[config.mk]
export PLATFORM = sky130hd
export DESIGN_NAME = ram_access_arbiter
export DESIGN_NICKNAME = d
export VERILOG_FILES = /design/src/rtl/ram_access_arbiter.sv
export SDC_FILE = /design/constraint.sdc
export NUM_CORES = 1
export LEC_CHECK = 0
export CAP_MARGIN = 0
export CORE_AREA = 2 2 121 123
export CTS_CLUSTER_SIZE = 28
export DETAILED_ROUTE_END_ITERATION = 16
export DIE_AREA = 0 0 123 125
export MAX_ROUTING_LAYER = met4
export PLACE_DENSITY_LB_ADDON = 0.25
export SETUP_SLACK_MARGIN = 0.1
export SLEW_MARGIN = 20
export SYNTH_ARGS = -nofsm -noshare
export SYNTH_HDL_FRONTEND = slang
export SYNTH_SLANG_ARGS = --single-unit
[constraint.sdc]
create_clock -name clk -period 1.75 [get_ports clk]
set_input_delay 0.35 -clock clk [delete_from_list [all_inputs] [get_ports clk]]
set_output_delay 0.35 -clock clk [all_outputs]
set_load 0.05 [all_outputs]
[src/rtl/ram_access_arbiter.sv]
// ram_access_arbiter: round-robin sharing of a single-port data RAM between CPU and I/O requesters
module ram_access_arbiter #(
  parameter int ADDR_WIDTH  = 16,
  parameter int DATA_WIDTH  = 32,
  parameter int RAM_LATENCY = 1
) (
  input  logic                  clk,
  input  logic                  reset_n,
  input  logic                  cpu_req,
  input  logic                  cpu_we,
  input  logic [ADDR_WIDTH-1:0] cpu_addr,
  input  logic [DATA_WIDTH-1:0] cpu_wdata,
  output logic                  cpu_ack,
  output logic [DATA_WIDTH-1:0] cpu_rdata,
  output logic                  cpu_stall,
  input  logic                  io_req,
  input  logic                  io_we,
  input  logic [ADDR_WIDTH-1:0] io_addr,
  input  logic [DATA_WIDTH-1:0] io_wdata,
  output logic                  io_ack,
  output logic [DATA_WIDTH-1:0] io_rdata,
  output logic [ADDR_WIDTH-1:0] ram_address,
  output logic [DATA_WIDTH-1:0] ram_write_data,
  output logic                  ram_wren,
  input  logic [DATA_WIDTH-1:0] ram_data,
  output logic                  busy
);
  typedef enum logic [1:0] {IDLE, ACCESS, WAIT, DONE} state_e;
  state_e                  state_q, state_d;
  logic                    owner_q, owner_d, last_q, last_d, wren_q, wren_d, grant_io;
  logic [2:0]              cnt_q, cnt_d;
  logic [ADDR_WIDTH-1:0]   addr_q, addr_d;
  logic [DATA_WIDTH-1:0]   wdata_q, wdata_d, cpu_rdata_q, cpu_rdata_d, io_rdata_q, io_rdata_d;
  // owner/last_grant encoding: 1 = I/O, 0 = CPU; a tie goes to whoever was not served last
  assign grant_io = io_req & (~cpu_req | ~last_q);
  always_comb begin
    state_d     = state_q;
    owner_d     = owner_q;
    last_d      = last_q;
    wren_d      = wren_q;
    cnt_d       = cnt_q;
    addr_d      = addr_q;
    wdata_d     = wdata_q;
    cpu_rdata_d = cpu_rdata_q;
    io_rdata_d  = io_rdata_q;
    case (state_q)
      IDLE: if (cpu_req | io_req) begin
        state_d = ACCESS;
        owner_d = grant_io;
        addr_d  = grant_io ? io_addr : cpu_addr;
        wdata_d = grant_io ? io_wdata : cpu_wdata;
        wren_d  = grant_io ? io_we : cpu_we;
      end
      ACCESS: begin
        state_d = wren_q ? DONE : WAIT;
        wren_d  = 1'b0;
        cnt_d   = 3'(RAM_LATENCY - 1);
      end
      WAIT: begin
        cnt_d = (cnt_q == 3'd0) ? cnt_q : cnt_q - 3'd1;
        if (cnt_q == 3'd0) begin
          state_d     = DONE;
          cpu_rdata_d = owner_q ? cpu_rdata_q : ram_data;
          io_rdata_d  = owner_q ? ram_data : io_rdata_q;
        end
      end
      default: begin
        state_d = IDLE;
        last_d  = owner_q;
      end
    endcase
  end
  always_ff @(posedge clk or negedge reset_n) begin
    if (!reset_n) begin
      state_q     <= IDLE;
      owner_q     <= 1'b0;
      last_q      <= 1'b1;
      wren_q      <= 1'b0;
      cnt_q       <= '0;
      addr_q      <= '0;
      wdata_q     <= '0;
      cpu_rdata_q <= '0;
      io_rdata_q  <= '0;
    end else begin
      state_q     <= state_d;
      owner_q     <= owner_d;
      last_q      <= last_d;
      wren_q      <= wren_d;
      cnt_q       <= cnt_d;
      addr_q      <= addr_d;
      wdata_q     <= wdata_d;
      cpu_rdata_q <= cpu_rdata_d;
      io_rdata_q  <= io_rdata_d;
    end
  end
  assign cpu_ack        = (state_q == DONE) & ~owner_q;
  assign io_ack         = (state_q == DONE) & owner_q;
  assign cpu_stall      = cpu_req & ~cpu_ack;
  assign cpu_rdata      = cpu_rdata_q;
  assign io_rdata       = io_rdata_q;
  assign ram_address    = addr_q;
  assign ram_write_data = wdata_q;
  assign ram_wren       = wren_q;
  assign busy           = state_q != IDLE;
endmodule

==> results.toml, run 1 <==
[outcome]
outcome = "finished, violations left"
violations = "setup timing"

[worst_setup_path]
criticalPathCategory = "reg2out"
critPathLaunchType = "flip-flop"
required_ns = 1.40
worstSetupEndpointType = "output port"
cp.arrival_ns = 1.44
cp_max_fo = 4

[cts]
clk_latency_ns = 0.40
clockBufferDepth = 2
cts_tree = "yes"
root_buffer = "clkbuf_16"
cts_inserted_buffers = 17
cts_sinks = 120
path_clk_slew_ns = 0.05
h-tree-depth = 4

[routing]
drt-wirelength-per-cell_um = 14.97
drt_iter0_drc = 154
ant_nets = 0
wl_mm = 12.91
first_pass_iters = 4
vias = 3943
drc = 0
via_per_inst = 4.574

[final_layout]
syn_to_final_growth_pct = 65.23
drive_gt1_share_pct = 37.76
fillCellCount = 1183
fin_util_pct = 59.73
mostFrequentLayoutCells = "clkdlybuf4s50_1, buf_4, dfrtp_1, mux2_2, nand2_1"
stdcell_count = 862
final_common_cell = "clkdlybuf4s50_1"
nets = 805
diodes = 0

[placed_design]
place_inst = 819
port_buffers = 250
dp_hpwl_mm = 9.557
place.gp.congestion = 0.7698

[synth]
syn_area_per_cell_um2 = 13.00
synth_fp_nets = 535
synth_area_um2 = 5135
ys_seq_elements = 120
synth_warnings = 0
netlist_instances = 395
ys_seq_area_share_pct = 58.50
synth_cell_types = 31

[floorplanning]
floorplan.initialDensity_pct = 36.15
ioPinCount = 251
placementRows = 44
die_h_um = 125
fp.dieW_um = 123
die_area_um2 = 15380
core-area_um2 = 14200

[power]
p_per_area_nw_per_um2 = 2293
peakVddDrop_uv = 1030
p_leak_nw = 3.949

[timing]
fin_crit_sh_pct = 102.2
drv_slew = 0
tightest_slew_ns = 0.3460
fin_crit_ns = 1.789
setup_slack_ns = -0.03918
fmax_mhz = 558.9
hold_violations = 0
fin_worst_skew_ns = 0.005304
setup_tns_ns = -0.03918
relSlewSlack_pct = 76.94
setup_viol = 1
rsz0062_at_grt = "true"

[grt]
track_usage_pct = 17.58
grt_antenna_before_repair = 0
grt_max_degree = 67
grt-ovfl-total = 0
grt_pass1_vias = 4154
grt_pass1_wl_mm = 20.19

[worst_hold_path]
hold_path.class = "reg2reg"

[run]
drv_cap = 0
## cell type report
| type | count | area (µm²) | share of cell area, % |
|---|---|---|---|
| sequential | 120 | 3007 | 35.44 |
| timing repair buffer | 275 | 2587 | 30.50 |
| multi-input combinational | 244 | 2006 | 23.64 |
| clock buffer | 17 | 425.4 | 5.014 |
| tap | 184 | 230.2 | 2.713 |
| clock inverter | 15 | 202.7 | 2.389 |
| inverter | 7 | 26.28 | 0.3097 |
## per-layer routing
| metal | global-route usage, % | up-vias | wire, µm |
|---|---|---|---|
| li1 | - | 1921 | - |
| met1 | 20.18 | 1843 | 5371 |
| met2 | 28.60 | 170 | 6291 |
| met3 | 6.387 | 9 | 1101 |
| met4 | 5.414 | 0 | 143 |
| met5 | - | - | 0 |
## synth_stat cells
master / instances / area (µm²)
a21bo_1: 1 / 10.01
buf_2: 4 / 20.02
xnor2_1: 1 / 8.760
mux2i_1: 49 / 490.5
dfstp_2: 1 / 26.28
buf_4: 6 / 45.04
inv_1: 7 / 26.28
nor2b_1: 3 / 18.77
nand3b_4: 1 / 20.02
buf_6: 2 / 22.52
mux2_2: 64 / 720.7
a22o_1: 1 / 8.760
a21oi_1: 2 / 10.01
and2_1: 1 / 6.260
o21ai_2: 1 / 8.760
clkbuf_1: 8 / 30.03
a211oi_1: 1 / 7.510
ha_1: 6 / 75.07
mux2_1: 3 / 33.78
o2bb2ai_1: 1 / 8.760
o31ai_2: 1 / 12.51
nand3_1: 1 / 5.000
o31ai_1: 1 / 7.510
buf_8: 3 / 45.04
o21ai_0: 50 / 250.2
dfrtp_1: 119 / 2978
nand2b_1: 1 / 6.260
nor2_1: 3 / 11.26
nand2_1: 51 / 191.4
nand3_2: 1 / 10.01
buf_12: 1 / 20.02
## metrics by stage
stage	power, mW	worst slack (ns)	cell area (µm²)	hold WS [ns]
floorplan	12.09	0.07751	5145	0.05441
global placement	15.38	0.04822	7650	0.3753
detailed placement	15.60	0.01132	7650	0.3814
CTS	19.52	-0.07375	8391	0.4835
global route	20.46	-0.1147	8484	0.5107
finish	19.45	-0.03918	8484	0.4790
## registers in the layout (all words and copies together) (netlist names)
name,cells
cnt_q,3
cpu_rdata,32
io_rdata,32
last_q,1
owner_q,1
ram_address,16
ram_wren,1
ram_write_data,32
state_q,2
## timing repair
| item | in CTS | in global routing |
|---|---|---|
| hold endpoints to repair | 119 | 0 |
| cloned | 1 | 2 |
| buffers inserted | 4 | 3 |
| hold buffers | 1 | 0 |
| pin swaps | 1 | 0 |
| resized for setup | 9 | 10 |
| setup endpoints to repair | 69 | 69 |
## critical path, stage by stage, from the launching register on
cell     delay [ns]
dfrtp_2        0.44
ha_4           0.18
nor2b_4        0.14
nor2b_4        0.13
buf_12         0.14
## cell families (layout without fill, tap and decap cells)
logic type,after synthesis,in the layout,synth area share [%]
simple gates,62,62,5.239
fa+ha+maj,6,6,1.462
compound gates,59,59,6.311
buf+inv,31,314,4.069
flops,120,120,58.50
xor+xnor,1,1,0.1706
mux,116,116,24.24
## report_power, final
part	internal [mW]	leakage, nW	total, mW	switching, mW
sequential	4.18	1.44	4.95	0.767
combinational	3.89	2.21	10.9	6.98
clock	2.39	0.303	3.63	1.24
## worst paths after layout
| check | cells after the start | slack, ns | end | start |
|---|---|---|---|---|
| worst max register to register | 6 | 0.08 | io_rdata[5]$_DFFE_PN0P_ | cnt_q[1]$_DFFE_PN0P_ |
| worst min-delay path | 2 | 0.48 | ram_write_data[4]$_DFFE_PN0P_ | ram_write_data[4]$_DFFE_PN0P_ |
| max in group asynchronous | 3 | 0.92 | ram_write_data[30]$_DFFE_PN0P_ | reset_n |
| worst max-delay path | 4 | -0.04 | cpu_stall | state_q[0]$_DFFE_PN0P_ |
| worst min register to register | 2 | 0.48 | ram_write_data[4]$_DFFE_PN0P_ | ram_write_data[4]$_DFFE_PN0P_ |
| min in group asynchronous | 3 | 0.52 | cpu_rdata[1]$_DFFE_PN0P_ | reset_n |
Power figures use the tool's default switching activity.
==> run 2, diff against run 1 <==
--- a/config.mk
+++ b/config.mk
@@ -6,10 +6,10 @@
 export NUM_CORES = 1
 export LEC_CHECK = 0
 export CAP_MARGIN = 0
-export CORE_AREA = 2 2 121 123
+export CORE_AREA = 2 2 134 136
 export CTS_CLUSTER_SIZE = 28
 export DETAILED_ROUTE_END_ITERATION = 16
-export DIE_AREA = 0 0 123 125
+export DIE_AREA = 0 0 136 138
 export MAX_ROUTING_LAYER = met4
 export PLACE_DENSITY_LB_ADDON = 0.25
 export SETUP_SLACK_MARGIN = 0.1
@@ -17,3 +17,4 @@
 export SYNTH_ARGS = -nofsm -noshare
 export SYNTH_HDL_FRONTEND = slang
 export SYNTH_SLANG_ARGS = --single-unit
+export TNS_END_PERCENT = 30
==> results.toml, run 2 (synthesized netlist as in run 1, its figures left out) <==
[timing]
fin_crit_sh_pct = 101.8
fin_worst_skew_ns = 0.008964
setup_viol = 3
setup_slack_ns = -0.03123
hold_violations = 0
fmax_mhz = 561.4
drv_slew = 0
tightest_slew_ns = 0.3410
setup_tns_ns = -0.06411
rsz0062_at_grt = "true"
relSlewSlack_pct = 77.27
fin_crit_ns = 1.781

[worst_setup_path]
path_cells = "ha_4 > nor2b_4 > nor2b_4 > buf_12"
timing.critical_path.buf_inv = 1
cp_common_cell = "nor2b_4"
max_stage_delay_ns = 0.43
required_ns = 1.40
cpMaxStageDelayCell = "dfrtp_2"
r2r_cells = 6
cpLargestDelayFamily = "flip-flops"
worstSetupEndpointType = "output port"
cp.depth = 4
cp_max_fo = 4
critPathLaunchType = "flip-flop"
criticalPathCategory = "reg2out"
cp.arrival_ns = 1.43

[routing]
vias = 4003
drt_iter0_drc = 131
drt-wirelength-per-cell_um = 14.57
drc = 0
via_per_inst = 4.433
first_pass_iters = 4
wl_mm = 13.16
ant_nets = 0

[placed_design]
port_buffers = 250
place.gp.congestion = 0.7440
dp_hpwl_mm = 9.541

[power]
peakVddDrop_uv = 1455
p_per_area_nw_per_um2 = 2290
finalPower_mw = 19.45
p_leak_nw = 3.926

[grt]
grt_pass1_vias = 4177
grt_pass1_wl_mm = 21.31
grt-ovfl-total = 0
grt_max_degree = 70
grt_antenna_before_repair = 0
track_usage_pct = 14.87

[cts]
path_clk_slew_ns = 0.05
clk_latency_ns = 0.41
clockBufferDepth = 2
h-tree-depth = 4
cts_tree = "yes"
cts_inserted_buffers = 17
cts_sinks = 120
root_buffer = "clkbuf_16"

[floorplanning]
floorplan.initialDensity_pct = 29.29
ioPinCount = 251
die_h_um = 138
core-area_um2 = 17530
die_area_um2 = 18770
fp.dieW_um = 136
placementRows = 49

[outcome]
outcome = "finished, violations left"
violations = "setup timing"

[worst_hold_path]
hold_path.class = "reg2reg"
min_path_cells = 2

[final_layout]
syn_to_final_growth_pct = 65.45
drive_gt1_share_pct = 37.39
nets = 801
mostFrequentLayoutCells = "clkdlybuf4s50_1, buf_4, dfrtp_1, mux2_2, nand2_1"
final_common_cell = "clkdlybuf4s50_1"
diodes = 0

[run]
drv_cap = 0
run 2: cell count changes in the layout (fill, tap and decap cells not counted), moves of 2 or more:
cell / delta
inv_8: +2
inv_4: +2
buf_6: -4
inv_1: -2
inv_6: +2
clkinv_2: -2
run 2: final cells by class:
type,count,area (µm²)
fill,1557,9039
inverter,7,31.28
tap,229,286.5
multi-input combinational,244,2006
clock buffer,17,425.4
sequential,120,3005
timing repair buffer,271,2525
clock inverter,15,216.5
run 2: metal layers:
metal	vias to the layer above	global-route usage [%]	share of wire (%)	wire length [µm]
met3	7	5.134	8.5	1122
met2	160	23.86	49	6412
li1	1913	-	-	-
met1	1923	17.73	42	5539
met5	-	-	0	0
met4	0	4.112	0.62	82
run 2: final timing paths:
| kind | startpoint | to | slack (ns) |
|---|---|---|---|
| max | state_q[0]$_DFFE_PN0P_ | cpu_stall | -0.03 |
| min | ram_write_data[31]$_DFFE_PN0P_ | ram_write_data[31]$_DFFE_PN0P_ | 0.48 |
| max reg2reg | cnt_q[0]$_DFFE_PN0P_ | io_rdata[5]$_DFFE_PN0P_ | 0.06 |
| min reg2reg | ram_write_data[31]$_DFFE_PN0P_ | ram_write_data[31]$_DFFE_PN0P_ | 0.48 |
| max in group asynchronous | reset_n | last_q$_DFFE_PN1N_ | 0.93 |
| min in group asynchronous | reset_n | cpu_rdata[6]$_DFFE_PN0P_ | 0.50 |
run 2: report_power, final:
group	switching, mW	leakage (nW)	internal [mW]
combinational	6.96	2.18	3.80
sequential	0.760	1.44	4.18
clock	1.33	0.312	2.42
run 2: tightest hold or removal path, delay by kind of cell, from the launching register on:
kind             cells  cell delay (ns)
flip-flops           1             0.34
AND/OR/NAND/NOR      1             0.05
AO/OA/AOI/OAI        1             0.06
run 2: per-stage QoR:
stage / cells / hold slack, ns / util, % / instance area [µm²] / setup WS (ns)
global placement: 863 / 0.3884 / 43.94 / 7705 / 0.03297
global route: 903 / 0.5106 / 48.45 / 8496 / -0.1017
CTS: 899 / 0.4855 / 48.22 / 8454 / -0.07240
floorplan: 395 / 0.05441 / - / 5145 / 0.07751
detailed placement: 863 / 0.4031 / 43.94 / 7705 / -0.02691
finish: 903 / 0.4783 / 48.45 / 8496 / -0.03123
run 2: repair_timing:
item / CTS / global route
resized for setup: 11 / 7
hold endpoints to repair: 119 / 0
gates cloned: 1 / 0
endpoints found under the setup margin: 69 / 65
hold buffers: 1 / 0
buffers inserted: 2 / 4
pin swaps: 1 / 2
==> run 3, diff against run 2 <==
--- a/config.mk
+++ b/config.mk
@@ -6,10 +6,10 @@
 export NUM_CORES = 1
 export LEC_CHECK = 0
 export CAP_MARGIN = 0
-export CORE_AREA = 2 2 134 136
+export CORE_AREA = 8 8 140 142
 export CTS_CLUSTER_SIZE = 28
 export DETAILED_ROUTE_END_ITERATION = 16
-export DIE_AREA = 0 0 136 138
+export DIE_AREA = 0 0 148 150
 export MAX_ROUTING_LAYER = met4
 export PLACE_DENSITY_LB_ADDON = 0.25
 export SETUP_SLACK_MARGIN = 0.1
==> results.toml, run 3 (synthesized netlist as in run 1, its figures left out) <==
[outcome]
outcome = "finished, violations left"
violations = "setup timing"

[final_layout]
multiInputGateArea_um2 = 2095
stdcell_count = 909
syn_to_final_growth_pct = 68.25
drive_gt1_share_pct = 42.21
nets = 807
mostFrequentLayoutCells = "clkdlybuf4s50_1, buf_4, dfrtp_1, mux2_2, mux2i_1"
fillCellCount = 1574
final_common_cell = "clkdlybuf4s50_1"
diodes = 0
ff_latch_area_um2 = 3005

[worst_hold_path]
hp-start = "ram_write_data[14]$_DFFE_PN0P_"
holdPathEnd = "ram_write_data[14]$_DFFE_PN0P_"
hold_path.class = "reg2reg"
min_path_cells = 2

[cts]
h-tree-depth = 4
cts_inserted_buffers = 17
cts_sinks = 120
cts_tree = "yes"
clockBufferDepth = 2
clk_latency_ns = 0.41
root_buffer = "clkbuf_16"
path_clk_slew_ns = 0.06

[worst_setup_path]
required_ns = 1.40
cpLargestDelayFamily = "flip-flops"
worstSetupEndpointType = "output port"
r2r_cells = 7
criticalPathCategory = "reg2out"
cp_max_fo = 4
cpMaxStageDelayCell = "dfrtp_2"
max_stage_delay_ns = 0.44
r2r-start = "cnt_q[0]$_DFFE_PN0P_"
timing.critical_path.buf_inv = 1
cp_common_cell = "nor2b_4"
path_cells = "ha_4 > nor2b_4 > nor2b_4 > buf_12"
r2r_slack_ns = -0.03
cp.arrival_ns = 1.45
critPathLaunchType = "flip-flop"
r2r-end = "io_rdata[0]$_DFFE_PN0P_"
cp-startpoint = "state_q[1]$_DFFE_PN0P_"

[timing]
fin_worst_skew_ns = 0.007089
drv_slew = 0
rsz0062_at_grt = "true"
hold_ws_ns = 0.4828
fmax_mhz = 555.8
relSlewSlack_pct = 74.16
hold_violations = 0
setup_viol = 10
setup_slack_ns = -0.04905
tightest_slew_ns = 0.3876
fin_crit_sh_pct = 102.8
fin_crit_ns = 1.799

[placed_design]
port_buffers = 250
dp_hpwl_mm = 11.36
place_ws_ns = -0.04014
place_inst = 864
place.gp.congestion = 0.7106

[power]
power_frac_clock_pct = 18.2
p_per_area_nw_per_um2 = 2297
power.switching_mw = 9.347
pwr-share-comb_pct = 56.6
peakVddDrop_uv = 1249
seqPwrFrac_pct = 25.2
switching_share_pct = 47.10
p_leak_nw = 3.991
p_int_mw = 10.50

[grt]
grt_pass1_wl_mm = 23.73
grt_antenna_before_repair = 0
track_usage_pct = 14.02
grt-ovfl-total = 0
grt_pass1_vias = 4440
grt_max_degree = 74

[routing]
drt-wirelength-per-cell_um = 16.80
first_pass_iters = 4
via_per_inst = 4.455
ant_nets = 0
drt_iter0_drc = 107
drc = 0
vias = 4050
wl_mm = 15.27

[run]
drv_cap = 0

[floorplanning]
core-area_um2 = 17530
die_area_um2 = 22200
floorplan.initialDensity_pct = 29.29
die_h_um = 150
fp.dieW_um = 148
ioPinCount = 251
placementRows = 49
## run 3: layout make-up
| type | instances | area share (%) |
|---|---|---|
| repair buffers | 277 | 30.20 |
| clock buffers | 17 | 4.924 |
| clock inverters | 15 | 2.201 |
| flip-flops and latches | 120 | 34.79 |
| well taps | 229 | 3.316 |
| inverters | 7 | 0.3331 |
| multi-input cells | 244 | 24.24 |
## run 3: worst max-delay path by stage
stage,to,slack (ns),depth (start not counted)
floorplan,io_rdata[10]$_DFFE_PN0P_,0.08,7
detailed placement,ram_write_data[30]$_DFFE_PN0P_,-0.04,5
CTS,cpu_stall,-0.09,4
finish,cpu_stall,-0.05,4
global placement,ram_write_data[27]$_DFFE_PN0P_,0.02,5
global route,cpu_stall,-0.12,4
## run 3: per-stage QoR
step / TNS, ns / instance area (µm²) / util, % / power [mW]
3_3_place_gp: 0 / 7712 / 43.98 / 15.57
3_5_place_dp: -0.3797 / 7712 / 43.98 / 15.75
2_1_floorplan: 0 / 5145 / - / 12.09
4_1_cts: -0.3042 / 8524 / 48.62 / 19.82
6_report: -0.3008 / 8640 / 49.27 / 19.85
5_1_grt: -1.432 / 8640 / 49.27 / 20.85
## run 3: power groups by stage
stage / logic (mW) / registers (mW) / clock network (mW)
final: 11.2 / 4.99 / 3.62
after global routing: 11.8 / 5.19 / 3.85
after CTS: 11.1 / 4.98 / 3.72
after detailed placement: 10.8 / 4.99 / 0
after global placement: 10.6 / 4.94 / 0
after floorplan: 2.62 / 9.47 / 0
## run 3: metal layers
layer,global-route usage [%],share of wire (%)
met4,4.742,1.0
met3,4.778,7.5
met1,16.02,42
met5,-,0
met2,22.72,50
## run 3: repair_timing
item                                    CTS  global route
endpoints found under the setup margin   68            78
pin swaps                                 1             2
endpoints found under the hold margin   119             0
gates cloned                              2             0
hold buffers                              1             0
resized for setup                        14            55
buffers inserted                          8             2
## run 3: worst register-to-register path: stages, from the launching register on
cell	delay (ns)
dfrtp_1	0.39
inv_1	0.09
ha_2	0.20
ha_4	0.16
nand3_2	0.12
buf_6	0.17
bufbuf_16	0.27
mux2_2	0.27
